**config.mk**
```make
export PLATFORM = sky130hd
export DESIGN_NAME = disparity_engine
export DESIGN_NICKNAME = d
export VERILOG_FILES = /design/src/rtl/disparity_engine.sv
export SDC_FILE = /design/constraint.sdc
export NUM_CORES = 2
export LEC_CHECK = 0
export ABC_AREA = 1
export BUFFER_PORTS_ARGS = -buffer_cell sky130_fd_sc_hd__clkbuf_2
export CELL_PAD_IN_SITES_DETAIL_PLACEMENT = 1
export CELL_PAD_IN_SITES_GLOBAL_PLACEMENT = 1
export CORE_MARGIN = 4
export CORE_UTILIZATION = 45
export CTS_CLUSTER_DIAMETER = 30
export DETAILED_ROUTE_END_ITERATION = 8
export PLACE_DENSITY_LB_ADDON = 0.08
export SYNTH_ARGS = -nofsm -noshare
export SYNTH_HDL_FRONTEND = slang
export SYNTH_SLANG_ARGS = --single-unit
```
**constraint.sdc**
```tcl
create_clock -name clk -period 20.8 [get_ports clk]
set_input_delay 1.04 -clock clk [delete_from_list [all_inputs] [get_ports clk]]
set_output_delay 1.04 -clock clk [all_outputs]
set_load 0.02 [all_outputs]
```
**src/rtl/disparity_engine.sv**
```systemverilog
// Stereo block matcher: loads a paired L/R frame, then per pixel picks the disparity with the lowest block SAD.
// Per pixel, the result appears (dmax+1)*BLOCK_SIZE^2+1 cycles after its search starts; the result is held while disp_ready is low.
module disparity_engine #(
  parameter int WIDTH      = 20,
  parameter int HEIGHT     = 7,
  parameter int MAX_DISP   = 14,
  parameter int HALF_BLOCK = 2,
  parameter int PIX_W      = 8,
  parameter int COORD_W    = 10,
  localparam int BLOCK_SIZE = 2*HALF_BLOCK + 1,
  localparam int DISP_W     = (MAX_DISP > 0) ? $clog2(MAX_DISP+1) : 1,
  localparam int SAD_W      = PIX_W + $clog2(BLOCK_SIZE*BLOCK_SIZE)
) (
  input  logic               clk,
  input  logic               reset_n,
  input  logic               start,
  input  logic               pix_valid,
  output logic               pix_ready,
  input  logic [PIX_W-1:0]   pix_left,
  input  logic [PIX_W-1:0]   pix_right,
  input  logic [SAD_W-1:0]   sad_thresh,
  output logic               disp_valid,
  input  logic               disp_ready,
  output logic [DISP_W-1:0]  disp_data,
  output logic               disp_invalid,
  output logic [COORD_W-1:0] disp_x,
  output logic [COORD_W-1:0] disp_y,
  output logic               disp_last,
  output logic               busy,
  output logic [1:0]         state
);

  localparam int NPIX   = WIDTH*HEIGHT;
  localparam int ADDR_W = (NPIX > 1) ? $clog2(NPIX) : 1;
  localparam int OFF_W  = (BLOCK_SIZE > 1) ? $clog2(BLOCK_SIZE) : 1;

  typedef enum logic [1:0] {S_IDLE = 2'd0, S_LOAD = 2'd1, S_COMPUTE = 2'd2, S_EMIT = 2'd3} state_t;
  state_t r_state, w_next_state;

  logic [PIX_W-1:0]   r_left_mem  [NPIX];
  logic [PIX_W-1:0]   r_right_mem [NPIX];
  logic [ADDR_W-1:0]  r_waddr;
  logic [COORD_W-1:0] r_px, r_py;
  logic [DISP_W-1:0]  r_d, r_best_d, w_dmax;
  logic [OFF_W-1:0]   r_dx, r_dy;
  logic [SAD_W-1:0]   r_acc, r_best_sad, w_term, w_total;
  logic               r_disp_valid, r_disp_invalid, r_disp_last;
  logic [DISP_W-1:0]  r_disp_data;
  logic [COORD_W-1:0] r_disp_x, r_disp_y;

  int                 w_lx, w_ly, w_rx;
  logic               w_inframe, w_last_beat, w_last_term, w_last_px;
  logic [ADDR_W-1:0]  w_laddr, w_raddr;
  logic [PIX_W-1:0]   w_lpix, w_rpix, w_diff;

  assign w_last_beat = (r_waddr == ADDR_W'(NPIX-1));
  assign w_last_term = (r_dx == OFF_W'(BLOCK_SIZE-1)) && (r_dy == OFF_W'(BLOCK_SIZE-1));
  assign w_last_px   = (r_px == COORD_W'(WIDTH-1)) && (r_py == COORD_W'(HEIGHT-1));
  assign w_dmax      = (int'(r_px) >= MAX_DISP) ? DISP_W'(MAX_DISP) : DISP_W'(r_px);

  // Window offsets run 0..BLOCK_SIZE-1; anything touching outside the frame contributes 0.
  assign w_lx      = int'(r_px) + int'(r_dx) - HALF_BLOCK;
  assign w_ly      = int'(r_py) + int'(r_dy) - HALF_BLOCK;
  assign w_rx      = w_lx - int'(r_d);
  assign w_inframe = (w_lx >= 0) && (w_lx < WIDTH) && (w_ly >= 0) && (w_ly < HEIGHT) && (w_rx >= 0);
  assign w_laddr   = w_inframe ? ADDR_W'(w_ly*WIDTH + w_lx) : '0;
  assign w_raddr   = w_inframe ? ADDR_W'(w_ly*WIDTH + w_rx) : '0;
  assign w_lpix    = r_left_mem[w_laddr];
  assign w_rpix    = r_right_mem[w_raddr];
  assign w_diff    = (w_lpix > w_rpix) ? (w_lpix - w_rpix) : (w_rpix - w_lpix);
  assign w_term    = w_inframe ? SAD_W'(w_diff) : '0;
  assign w_total   = r_acc + w_term;

  always_ff @(posedge clk) begin
    if (r_state == S_LOAD && pix_valid) begin
      r_left_mem[r_waddr]  <= pix_left;
      r_right_mem[r_waddr] <= pix_right;
    end
  end

  always_ff @(posedge clk or negedge reset_n) begin
    if (!reset_n) r_state <= S_IDLE;
    else          r_state <= w_next_state;
  end

  always_comb begin
    w_next_state = r_state;
    case (r_state)
      S_IDLE:    if (start) w_next_state = S_LOAD;
      S_LOAD:    if (pix_valid && w_last_beat) w_next_state = S_COMPUTE;
      S_COMPUTE: if (w_last_term && (r_d == w_dmax)) w_next_state = S_EMIT;
      S_EMIT:    if (r_disp_valid && disp_ready) w_next_state = r_disp_last ? S_IDLE : S_COMPUTE;
      default:   w_next_state = S_IDLE;
    endcase
  end

  always_ff @(posedge clk or negedge reset_n) begin
    if (!reset_n) begin
      r_waddr        <= '0;
      r_px           <= '0;
      r_py           <= '0;
      r_d            <= '0;
      r_dx           <= '0;
      r_dy           <= '0;
      r_acc          <= '0;
      r_best_sad     <= '0;
      r_best_d       <= '0;
      r_disp_valid   <= 1'b0;
      r_disp_invalid <= 1'b0;
      r_disp_last    <= 1'b0;
      r_disp_data    <= '0;
      r_disp_x       <= '0;
      r_disp_y       <= '0;
    end else begin
      case (r_state)
        S_IDLE: begin
          if (start) begin
            r_waddr <= '0;
            r_px    <= '0;
            r_py    <= '0;
            r_d     <= '0;
            r_dx    <= '0;
            r_dy    <= '0;
            r_acc   <= '0;
          end
        end
        S_LOAD: begin
          if (pix_valid) r_waddr <= r_waddr + ADDR_W'(1);
        end
        S_COMPUTE: begin
          if (w_last_term) begin
            if ((r_d == '0) || (w_total < r_best_sad)) begin
              r_best_sad <= w_total;
              r_best_d   <= r_d;
            end
            r_acc <= '0;
            r_dx  <= '0;
            r_dy  <= '0;
            r_d   <= (r_d == w_dmax) ? '0 : r_d + DISP_W'(1);
          end else begin
            r_acc <= w_total;
            if (r_dx == OFF_W'(BLOCK_SIZE-1)) begin
              r_dx <= '0;
              r_dy <= r_dy + OFF_W'(1);
            end else begin
              r_dx <= r_dx + OFF_W'(1);
            end
          end
        end
        S_EMIT: begin
          // First EMIT cycle captures the finished search; later cycles wait for the handshake.
          if (!r_disp_valid) begin
            r_disp_valid   <= 1'b1;
            r_disp_data    <= r_best_d;
            r_disp_x       <= r_px;
            r_disp_y       <= r_py;
            r_disp_last    <= w_last_px;
            r_disp_invalid <= (sad_thresh != '0) && (r_best_sad > sad_thresh);
          end else if (disp_ready) begin
            r_disp_valid <= 1'b0;
            if (!r_disp_last) begin
              if (r_px == COORD_W'(WIDTH-1)) begin
                r_px <= '0;
                r_py <= r_py + COORD_W'(1);
              end else begin
                r_px <= r_px + COORD_W'(1);
              end
            end
          end
        end
        default: ;
      endcase
    end
  end

  assign pix_ready    = (r_state == S_LOAD);
  assign busy         = (r_state != S_IDLE);
  assign state        = r_state;
  assign disp_valid   = r_disp_valid;
  assign disp_data    = r_disp_data;
  assign disp_invalid = r_disp_invalid;
  assign disp_x       = r_disp_x;
  assign disp_y       = r_disp_y;
  assign disp_last    = r_disp_last;

endmodule

```
[After elaboration in Yosys (flattened, before gate mapping)]
Memories as Yosys holds them, arrays and structs flattened.
Cells that the tools add are included.
Operators by class
  magnitude comparators: 9
  mux-type cells: 43
  equality and inequality tests: 20
  bitwise operators: 1
  reduce and logical (&&, ||, !) cells: 28
  $mul: 1
  add/subtract/negate cells: 16
Operator list (count)
  10-bit two-way mux: 9
  8-bit two-way mux: 6
  10-bit case mux with 2 select lines: 2
  13-bit two-way mux: 2
  13-bit case mux with 2 select lines: 1
  12-bit by 1-bit >= comparator with 1-bit output (second input constant): 2
  11-bit by 2-bit subtractor with 12-bit output (second input constant): 2
  10-bit by 3-bit adder with 11-bit output: 2
  10-bit by 1-bit adder with 10-bit output (second input constant): 2
  2-bit inequality test (second input constant): 9
  8-bit adder: 2
  4-bit two-way mux: 4
  8-bit case mux with 2 select lines: 1
  8-bit subtractor: 2
  3-bit two-way mux: 5
  13-bit by 8-bit adder with 13-bit output: 1
  13-bit by 1-bit >= comparator with 1-bit output (second input constant): 1
  13-bit greater-than comparator: 1
  13-bit < comparator: 1
  13-bit nonzero test: 1
  12-bit by 5-bit subtractor with 13-bit output: 1
  12-bit by 4-bit < comparator with 1-bit output (second input constant): 1
  12-bit by 6-bit < comparator with 1-bit output (second input constant): 1
  12-bit by 4-bit multiplier with 6-bit output (second input constant): 1
  other kinds (30): 58
Storage, ports and cells
  output and inout port bits: 31
  bits in writable memories: 2240
  memories: 2
  register bits after elaboration: 97
  bits of input ports: 34
  word-level logic and storage cells: 136
Memory list
  r_left_mem: words 140, bits a word 8, read ports 1, clocked after memory_dff 0, wr ports 1, line 40  | logic [PIX_W-1:0] r_left_mem [NPIX];
  r_right_mem: words 140, bits a word 8, read ports 1, clocked after memory_dff 0, wr ports 1, line 41  | logic [PIX_W-1:0] r_right_mem [NPIX];

[Depth between registers and ports, before layout]
An unclocked memory read counts as a cell.
  word-level depth: 16
  gate-level depth with buffers: 70
  gate-level depth less buffers: 66

[Least setup slack after synthesis]
Ideal clock, no wire load.
  kind: register to register
  start point: reg r_px[1]
  end point: reg r_best_d[1]
  stages on the path, launching flop included: 62
  arrival time: 8.806 ns
  required time: 20.668 ns
  setup time: 0.132 ns
  buffers on the path: 2
  path slack: 11.862 ns
  period minus slack after synthesis: 8.938 ns
  cells stage by stage: dfrtp_1 -> inv_1 -> ha_1 -> inv_1 -> ha_1 -> inv_1 -> fa_1 -> inv_1 -> nand2_1 -> nand2_1 -> inv_1 -> ha_1 -> nand2_1 -> nand2_1 -> a21oi_1 -> xor2_1 -> ha_1 -> a21oi_1 -> (+26 left out) -> ha_1 -> nand2_1 -> o21ai_0 -> a21oi_1 -> o21bai_1 -> a21oi_1 -> o21bai_1 -> nand3_1 -> nor3_1 -> xor2_1 -> ha_1 -> a21oi_1 -> o21ai_0 -> o21ai_0 -> nand2_1 -> clkbuf_1 -> nand2_1 -> o21ai_0
Between the ends
  word-level cells in the longest chain between the ends: 16
  elaborated cells between the ends (all ways): 25
  those cells by class: 8 x add/sub; 5 x order compare; 4 x mux; 6 x reduce/logical; 2 x memory
RTL lines
  start: declaration: line 43  | logic [COORD_W-1:0] r_px, r_py;
  start signal: assignment: line 166  | r_px <= r_px + COORD_W'(1);
  10-bit by 3-bit adder with 11-bit output *: line 62  | assign w_lx = int'(r_px) + int'(r_dx) - HALF_BLOCK;
  11-bit by 2-bit subtractor with 12-bit output *: line 62
  branches (longest 9 deep; another with 12-bit by 5-bit subtractor with 13-bit output)
  8-bit two-way mux *: line 71  | assign w_term = w_inframe ? SAD_W'(w_diff) : '0;
  13-bit by 8-bit adder with 13-bit output *: line 72  | assign w_total = r_acc + w_term;
  via w_total[12]: line 46  | logic [SAD_W-1:0] r_acc, r_best_sad, w_term, w_total;
  13-bit < comparator *: line 132  | if ((r_d == '0) || (w_total < r_best_sad)) begin
  1-bit logical OR *: line 132
  3-bit AND reduction (no line) *
  end signal: assignment: line 134  | r_best_d <= r_d;
  end: declaration: line 44  | logic [DISP_W-1:0] r_d, r_best_d, w_dmax;
Mark *: on every way through the listed nets, which the timed path passes.
A chain may end at the register's enable or synchronous reset.

[Final worst setup path]
  start point: reg r_px[1]
  end point: reg r_best_sad[7]
Between the ends
  word-level cells in the longest chain between the ends: 16
  elaborated cells between the ends (all ways): 25
  those cells by class: 8 x add/sub; 5 x order compare; 4 x mux; 6 x reduce/logical; 2 x memory
RTL lines
  10-bit by 3-bit adder with 11-bit output *: line 62
  11-bit by 2-bit subtractor with 12-bit output *: line 62
  branches (longest 9 deep; another with 12-bit by 5-bit subtractor with 13-bit output)
  8-bit two-way mux *: line 71
  13-bit by 8-bit adder with 13-bit output *: line 72
  via w_total[12]: line 46
  13-bit < comparator *: line 132
  1-bit logical OR *: line 132
  3-bit AND reduction (no line) *
  end signal: assignment: line 133  | r_best_sad <= w_total;
  end: declaration: line 46
Marked as above.

==> flow_summary.json <==
{
  "status": "completed",
  "detail-route-antenna-nets": 0,
  "ys_top_cells_by_count": "edfxtp_1, nand3_1, inv_1, nand2_1, nand4_1",
  "cts_buffer_depth": 4,
  "synth-main-ff-cell": "edfxtp_1",
  "synth_edf_count": 2240,
  "antenna_found_initial": 24,
  "final_cell_area_um2": 130000,
  "yosys.area.top_type_share_pct": 62.6,
  "finalMaxSlewViolations": 0,
  "max_slew_margin_pct": 11.9,
  "die_h_um": 497,
  "synthTopCellsByArea": "edfxtp_1, nand3_1, inv_1, nand2_1, nand4_1",
  "ys_async_sr_fraction_pct": 4.15,
  "pre_cts_ws_ns": 7.09,
  "dp_cells": 13264,
  "numCtsBuffers": 572,
  "leakage_nw": 53.9,
  "vdd_drop_max_mv": 0.252,
  "final.setup.tns_ns": 0,
  "arrival_ns": 14.89,
  "critical_path.max_fanout": 106,
  "r2r_start": "r_px[1]$_DFFE_PN0P_",
  "portBuffers": 64,
  "finalCritPeriodShare_pct": 67.5,
  "avgSynthCellArea_um2": 10.3,
  "ctsResizeCount": 0,
  "grt_max_degree": 172,
  "setup_viol": 0,
  "skew_ns": 0.0609,
  "place.gp.congestion": 0.913,
  "overflow": 0,
  "reg2reg_to": "r_best_sad[7]$_DFFE_PN0P_",
  "insertion_delay_ns": 0.96,
  "post_dp_cell_area_um2": 111000,
  "synth_top_cell_by_area": "edfxtp_1",
  "critPathMaxStageDelay_ns": 0.72,
  "core_um2": 238000,
  "die_x_um": 497,
  "hold_viol": 0,
  "die_area_um2": 247000,
  "critPathRequiredTime_ns": 21.64,
  "start_kind": "flop",
  "dr.pass1.iters": 5,
  "dr.first_iter.drc_count": 9030,
  "worst_pin_slew_ns": 1.32,
  "period_minus_slack_ns": 14.05,
  "syn-instance-count": 10390,
  "track_usage_pct": 33.4,
  "synth_area_um2": 107000,
  "cp_common_cell": "nand2_1",
  "htree_levels": 6,
  "design_power_total_mw": 17.2,
  "final_nets": 10837,
  "grt_first_pass_wirelength_mm": 603,
  "drive_gt1_share_pct": 11.5,
  "rows": 179,
  "post_cts_buffers": 0,
  "cp_slowest_cell": "buf_4",
  "cts_tree": "built",
  "rsz0062_at_grt": "false",
  "max_cap_violations": 0,
  "cts_root_buffer": "clkbuf_16",
  "yosysMostFrequentCell": "edfxtp_1",
  "grt_pass1_vias": 87842,
  "dp_hpwl_mm": 239,
  "crit_buf_inv": 12,
  "hold_path_class": "input pin to async pin",
  "reg2regPathDepth": 59,
  "worst_slack_ns": 6.75,
  "ios": 65,
  "post-route-util_pct": 54.7,
  "cts_sinks": 2337,
  "path_delay_family": "simple AND/OR/NAND/NOR gates",
  "r2r_slack_ns": 6.75,
  "wl_mm": 418,
  "initial_utilization_pct": 45.2,
  "ys_seq_area_share_pct": 64.9,
  "crit_type": "flop to flop",
  "synth_cell_type_count": 55,
  "fin_hold_ws_ns": 0.175,
  "clkTransAtPathRegs_ns": 0.04,
  "synth.net_count": 10556,
  "end_kind": "flop",
  "ys_seq_elements": 2337,
  "syn2layout_area_growth_pct": 21.1,
  "stdcell_count": 14292,
  "viasPerCell": 5.91,
  "fill_cells": 25093,
  "cts_hold_buf": 0,
  "vias": 84461,
  "fmax_mhz": 71.2,
  "avgRoutedWirePerCell_um": 29.2,
  "power_density_nw_per_um2": 132,
  "drc": 0,
  "synth_warnings": 0
}
[worst max-delay path by stage]
stage	cells after the start	slack (ns)	start	endpoint
finish	59	6.75	r_px[1]$_DFFE_PN0P_	r_best_sad[7]$_DFFE_PN0P_
global route	57	5.76	r_px[1]$_DFFE_PN0P_	r_best_sad[8]$_DFFE_PN0P_
CTS	59	7.01	r_px[1]$_DFFE_PN0P_	r_best_sad[7]$_DFFE_PN0P_
detailed placement	60	7.09	r_px[1]$_DFFE_PN0P_	r_best_sad[7]$_DFFE_PN0P_
global placement	62	7.26	r_px[1]$_DFFE_PN0P_	r_best_sad[12]$_DFFE_PN0P_
floorplan	61	11.86	r_px[1]$_DFFE_PN0P_	r_best_d[1]$_DFFE_PN0P_
[cell usage in the layout (no fill, tap or decap), types with 8 or more instances in the layout]
cell type / n
a221oi_1: 9
clkinvlp_4: 40
a21oi_1: 97
ha_1: 122
clkinv_1: 107
dfrtp_1: 97
nand4_1: 808
or2_2: 29
diode_2: 9
nand2_1: 1816
fa_1: 9
clkbuf_16: 586
o211ai_1: 32
xnor2_1: 8
a31oi_1: 13
clkinv_8: 11
clkinv_2: 89
nor3_1: 19
inv_6: 17
bufinv_16: 62
o221ai_1: 29
xor2_1: 28
clkinv_4: 19
edfxtp_1: 2240
o21ai_1: 9
buf_4: 276
inv_2: 24
nand3_1: 1944
o21bai_1: 12
nor2_1: 349
o21ai_0: 128
o31ai_1: 14
buf_12: 16
clkbuf_2: 47
buf_6: 16
nor2_2: 9
clkbuf_1: 90
nor2_4: 14
inv_1: 1813
[worst reg2reg max path: cells and delay by family, from the launching register on]
| family | cells | cell delay [ns] |
|---|---|---|
| adders and majority gates | 6 | 2.01 |
| xor gates and xnor gates | 2 | 0.43 |
| and+or+nand+nor | 29 | 5.22 |
| DFF | 1 | 0.43 |
| AOI/OAI and AO/OA | 10 | 1.97 |
| buffers and inverters | 12 | 3.93 |
[state kept, by name, indices dropped and copies added, names as in the netlist, 10 cells and up]
| register | count |
|---|---|
| r_left_mem | 1120 |
| r_best_sad | 13 |
| disp_y | 10 |
| r_acc | 13 |
| disp_x | 10 |
| r_right_mem | 1120 |
| r_py | 10 |
| r_px | 10 |
[power breakdown]
part	switching, mW	total, mW	internal [mW]
registers	0.0430	5.27	5.23
clock network	2.74	8.62	5.88
logic	2.63	3.34	0.708
total	5.41	17.2	11.8
[cell families (layout without fill, tap and decap cells)]
kind of cell             Yosys count  count (layout)  synth area share [%]
flip-flops                      2337            2337                  64.9
multiplexers                       3               3                0.0280
XOR/XNOR                          36              36                 0.294
other                              0               9                     0
adder cells (fa/ha/maj)          132             132                  1.60
AO/OA/AOI/OAI                    369             369                  2.08
AND/OR/NAND/NOR                 5012            5012                  21.9
buffers and inverters           2501            3227                  9.17
[layer usage]
layer	GRT usage, %	part of all wire [%]	vias to the layer above
met3	6.21	8.1	882
met4	15.9	4.9	12
met5	0	0.015	-
met1	44.2	41	43345
li1	-	-	36349
met2	53.5	46	3873
[final cells by class]
type	count	area (um2)	area share, %
tap	3167	3960	3.05
sequential	2337	69700	53.6
clock inverter	341	3600	2.77
timing repair buffer	355	2810	2.16
antenna	9	22.5	0.0173
multi-input combinational	5552	28000	21.5
inverter	1853	6990	5.37
clock buffer	678	15000	11.6
No activity file was read; power rests on OpenSTA's default activity.
